### src/rtl/mem_lsu.sv
// Memory-access stage: issues loads/stores over a req/ack data bus, stalls
// the pipeline while the access is outstanding, and formats load data for
// the write-back bundle. Non-memory instructions pass straight through.
module mem_lsu (
  input  logic        clk,
  input  logic        rst,
  input  logic [4:0]  ex_wd,
  input  logic        ex_wreg,
  input  logic [31:0] ex_wdata,
  input  logic [31:0] ex_hi,
  input  logic [31:0] ex_lo,
  input  logic        ex_whilo,
  input  logic [7:0]  ex_aluop,
  input  logic [31:0] ex_mem_addr,
  input  logic [31:0] ex_reg2,
  output logic [4:0]  mem_wd,
  output logic        mem_wreg,
  output logic [31:0] mem_wdata,
  output logic [31:0] mem_hi,
  output logic [31:0] mem_lo,
  output logic        mem_whilo,
  output logic        bus_req,
  output logic        bus_we,
  output logic [31:0] bus_addr,
  output logic [3:0]  bus_sel,
  output logic [31:0] bus_wdata,
  input  logic        bus_ack,
  input  logic [31:0] bus_rdata,
  output logic        stallreq,
  output logic        align_err
);

  localparam logic [7:0] OP_LB  = 8'hE0;
  localparam logic [7:0] OP_LH  = 8'hE1;
  localparam logic [7:0] OP_LW  = 8'hE3;
  localparam logic [7:0] OP_LBU = 8'hE4;
  localparam logic [7:0] OP_LHU = 8'hE5;
  localparam logic [7:0] OP_SB  = 8'hE8;
  localparam logic [7:0] OP_SH  = 8'hE9;
  localparam logic [7:0] OP_SW  = 8'hEB;

  typedef enum logic [1:0] {IDLE, BUSY, DONE} state_t;

  state_t      state_q, state_d;
  logic [31:0] rdata_q;

  logic is_load, is_store, is_mem, is_byte, is_half, is_word, is_signed;
  logic misalign, go, req;
  logic [1:0]  lane;
  logic [7:0]  ld_byte;
  logic [15:0] ld_half;
  logic [31:0] load_data;

  assign lane = ex_mem_addr[1:0];

  // Decode the opcode into access class, size and signedness.
  // NOTE: every signal written in an always_comb gets a default first, so no path can infer a latch.
  always_comb begin
    is_load   = 1'b0;
    is_store  = 1'b0;
    is_byte   = 1'b0;
    is_half   = 1'b0;
    is_word   = 1'b0;
    is_signed = 1'b0;
    case (ex_aluop)
      OP_LB:  begin is_load  = 1'b1; is_byte = 1'b1; is_signed = 1'b1; end
      OP_LH:  begin is_load  = 1'b1; is_half = 1'b1; is_signed = 1'b1; end
      OP_LW:  begin is_load  = 1'b1; is_word = 1'b1; end
      OP_LBU: begin is_load  = 1'b1; is_byte = 1'b1; end
      OP_LHU: begin is_load  = 1'b1; is_half = 1'b1; end
      OP_SB:  begin is_store = 1'b1; is_byte = 1'b1; end
      OP_SH:  begin is_store = 1'b1; is_half = 1'b1; end
      OP_SW:  begin is_store = 1'b1; is_word = 1'b1; end
      default: ;
    endcase
  end

  assign is_mem   = is_load | is_store;
  assign misalign = (is_half & lane[0]) | (is_word & (lane != 2'b00));
  assign go       = is_mem & ~misalign;
  assign req      = ((state_q == IDLE) & go) | (state_q == BUSY);

  // Next-state logic for the access handshake.
  always_comb begin
    state_d = state_q;
    case (state_q)
      IDLE:    if (go) state_d = bus_ack ? DONE : BUSY;
      BUSY:    if (bus_ack) state_d = DONE;
      DONE:    state_d = IDLE;
      default: state_d = IDLE;
    endcase
  end

  // State register and load-data capture on entry to DONE.
  // NOTE: sequential state uses non-blocking assignments so all flops update together at the edge.
  always_ff @(posedge clk or posedge rst) begin
    if (rst) begin
      state_q <= IDLE;
      rdata_q <= '0;
    end else begin
      state_q <= state_d;
      if (state_q != DONE && state_d == DONE && is_load)
        rdata_q <= bus_rdata;
    end
  end

  // Select the big-endian lane of the captured word and extend it.
  always_comb begin
    case (lane)
      2'b00:   ld_byte = rdata_q[31:24];
      2'b01:   ld_byte = rdata_q[23:16];
      2'b10:   ld_byte = rdata_q[15:8];
      default: ld_byte = rdata_q[7:0];
    endcase
    ld_half = lane[1] ? rdata_q[15:0] : rdata_q[31:16];
    if (is_byte)
      load_data = {{24{is_signed & ld_byte[7]}}, ld_byte};
    else if (is_half)
      load_data = {{16{is_signed & ld_half[15]}}, ld_half};
    else
      load_data = rdata_q;
  end

  // Write-back bundle, bus request and status; everything reads 0 during reset.
  always_comb begin
    mem_wd    = '0;
    mem_wreg  = 1'b0;
    mem_wdata = '0;
    mem_hi    = '0;
    mem_lo    = '0;
    mem_whilo = 1'b0;
    bus_req   = 1'b0;
    bus_we    = 1'b0;
    bus_addr  = '0;
    bus_sel   = '0;
    bus_wdata = '0;
    stallreq  = 1'b0;
    align_err = 1'b0;
    if (!rst) begin
      mem_wd    = ex_wd;
      mem_hi    = ex_hi;
      mem_lo    = ex_lo;
      mem_whilo = ex_whilo;
      mem_wdata = (is_load && state_q == DONE) ? load_data : ex_wdata;
      mem_wreg  = is_load ? (ex_wreg & (state_q == DONE) & ~misalign)
                          : (ex_wreg & ~misalign);
      align_err = is_mem & misalign;
      stallreq  = req;
      bus_req   = req;
      if (req) begin
        bus_we   = is_store;
        bus_addr = {ex_mem_addr[31:2], 2'b00};
        if (is_byte)      bus_sel = 4'b1000 >> lane;
        else if (is_half) bus_sel = lane[1] ? 4'b0011 : 4'b1100;
        else              bus_sel = 4'b1111;
        if (is_store) begin
          if (is_byte)      bus_wdata = {4{ex_reg2[7:0]}};
          else if (is_half) bus_wdata = {2{ex_reg2[15:0]}};
          else              bus_wdata = ex_reg2;
        end
      end
    end
  end

endmodule

### config.mk
export PLATFORM = sky130hd
export DESIGN_NAME = mem_lsu
export DESIGN_NICKNAME = d
export VERILOG_FILES = /design/src/rtl/mem_lsu.sv
export SDC_FILE = /design/constraint.sdc
export NUM_CORES = 1
export LEC_CHECK = 0
export BUFFER_PORTS_ARGS = -buffer_cell sky130_fd_sc_hd__buf_2
export CORE_AREA = 2 2 148 150
export CTS_CLUSTER_DIAMETER = 50
export DETAILED_ROUTE_END_ITERATION = 10
export DIE_AREA = 0 0 150 152
export PLACE_DENSITY_LB_ADDON = 0.2
export SLEW_MARGIN = 40
export SYNTH_ARGS = -nofsm -noshare
export SYNTH_HDL_FRONTEND = slang
export SYNTH_SLANG_ARGS = --single-unit
### constraint.sdc
create_clock -name clk -period 4.85 [get_ports clk]
set_input_delay 0.485 -clock clk [delete_from_list [all_inputs] [get_ports clk]]
set_output_delay 0.485 -clock clk [all_outputs]
set_load 0.01 [all_outputs]
==> flow_summary.ini <==
[global_route]
grt_max_degree = 67
grt_pass1_vias = 4754
use_met1_pct = 21.07
grt_busiest_layer = met2
grt_overflow_total = 0
gr-usage-met2_pct = 26.16
grt_pass1_wl_mm = 28.38
antenna_found_initial = 2
grt_use_total_pct = 15.87
gr-usage-met3_pct = 3.994

[timing]
finalHoldViolCount = 0
post-route-min-period_ps = 3400
finalCritPeriodShare_pct = 70.10
setup_viol = 0
max_freq_mhz = 294.1
tightestPinTransition_ps = 808.7
whs_ps = 402.7
rsz0062_at_grt = false
tns_ps = 0
slew_headroom_pct = 45.76
report.final.slew_viol_count = 0
fin_skew_ps = 3.930

[logic_synthesis]
yosysUniqueCellTypes = 52
ys.warnings.count = 0
syn_inst = 458
syn_area_mm2 = 0.003923
synth_flop_cell = dfrtp_1
synth_top_area_share_pct = 21.69
netlist.top_cell.by_area = dfrtp_1
syn_avg_cell_area_um2 = 8.564
synthArstFlopShare_pct = 100.0
synth_seq_cells = 34
yosysSeqAreaShare_pct = 21.69
synth-edff-count = 0
synth_area_leaders = dfrtp_1 22%, mux2_4 11%, nor2b_1 11%

[cells_and_area]
fillCellCount = 2394
syn2layout_area_growth_pct = 57.99
drive_above_1_share_pct = 56.86
finish.net_count = 1020
final_cell_mix = 382 x buf_2, 71 x nor2b_1, 42 x nor2_1
final_cells = 1091
stdcell_area_mm2 = 0.006197
final_common_cell = buf_2

[worst_setup_path]
worstPathRequired_ps = 4370
reg2reg_from = state_q[1]$_DFF_PP0_
critical_path_class = in2out
crit_fanout = 33
startpoint_type = input pin
end_kind = output pin
worstSetupStartpoint = ex_aluop[0]
arrival_ps = 2910

[clocking]
cts.hold.buffers_added = 0
cts_buffer_depth = 2
htree_levels = 2
cts-buffers-inserted = 5
cts_setup_buffers = 0
cts_sinks = 34
ctsResizeCount = 0
cts_tree = done
clock_latency_ps = 270
cts_root_buffer = clkbuf_16
clkTransAtPathRegs_ps = 50

[worst_hold_path]
hp-start = bus_ack
hp-class = in2reg

[floorplanning]
io_pins = 385
die_h_um = 152
rows = 54
fp.coreArea_mm2 = 0.02135
die-area_mm2 = 0.02280
die_w_um = 150
start_util_pct = 18.37

[route]
ant_nets = 0
avgRoutedWirePerCell_um = 17.62
drt_first_pass_iters = 4
viasPerCell = 4.378
drc = 0
dr_total_vias = 4776
drt-total-wl_mm = 19.22
drt_iter0_markers = 214

[power]
p_per_area_mw_per_mm2 = 164.9
ir_worst_vdd_mv = 0.1088
fin_total_pwr_mw = 1.022
p_leak_nw = 3.413

[place]
gp_congestion = 0.7827
dpl.cell_count = 1082
placed_area_mm2 = 0.006041
io_buffers = 382
dp_hpwl_mm = 15.38

[run]
drv_cap = 0

[run_status]
status = finished clean
==> cell families (layout without fill, tap and decap cells) <==
family,after synthesis,in the layout,share of synthesized area [%]
buffers and inverters,62,412,7.719
DFF,34,34,21.69
and+or+nand+nor,198,198,27.56
muxes,50,50,18.88
other,1,4,0.09560
AOI/OAI and AO/OA,113,113,24.05
==> final cells by class <==
type	count	area [µm²]	share of cell area (%)
Sequential cell	34	850.8	13.73
Antenna cell	2	5.005	0.08076
Timing Repair Buffer	390	1979	31.94
Multi-Input combinational cell	363	2813	45.39
Inverter	16	60.06	0.9691
Clock buffer	6	138.9	2.241
Tap cell	280	350.3	5.653
==> path summary, 6_finish.rpt <==
check,end,slack [ps],cells after the start
worst max register to register,rdata_q[9]$_DFFE_PP0P_,2950,4
min in group asynchronous,rdata_q[24]$_DFFE_PP0P_,940,4
worst min register to register,rdata_q[11]$_DFFE_PP0P_,550,1
max in group asynchronous,rdata_q[2]$_DFFE_PP0P_,3580,4
worst max-delay path,bus_wdata[17],1450,6
worst min-delay path,state_q[0]$_DFF_PP0_,400,2
==> registers in the layout (all words and copies together) (netlist names) <==
name,cells
state_q,2
rdata_q,32
==> power by group <==
group          internal [mW]  switching (mW)
combinational          0.191           0.173
sequential             0.311          0.0360
clock                  0.198           0.112
==> worst max-delay path, cell delays in order <==
cell,delay [ps]
buf_2,600
nor3b_1,310
o2111ai_1,240
a2111o_2,810
a21oi_1,280
buf_2,170
==> cells in the mapped netlist, drive strengths merged (2+ instances only) <==
master   count
o2111ai      2
a21boi       2
o2bb2ai     22
a2111oi      2
a32o         2
o22ai        5
a211o        2
o32ai       12
a211oi      10
clkbuf      20
inv         15
a21oi       23
nor2        43
o21ai        5
mux4         7
mux2        32
a22o         8
nand2b       5
buf         26
nand2       29
and2        32
mux2i       11
nor2b       71
o221a        8
dfrtp       34
nor3        11
==> stage by stage <==
stage,worst slack [ps],utilization [%]
5_1_grt,1269,29.03
3_3_place_gp,1281,28.15
3_5_place_dp,1298,28.29
2_1_floorplan,2428,-
6_report,1450,29.03
4_1_cts,1283,28.94
==> per-layer routing <==
metal	wire length, µm	vias to the layer above	share of wire, %
li1	-	2334	-
met1	8444	2209	44
met2	8962	223	47
met3	1647	10	8.6
met4	166	0	0.86
met5	0	-	0
(Power assumes the default switching activity.)
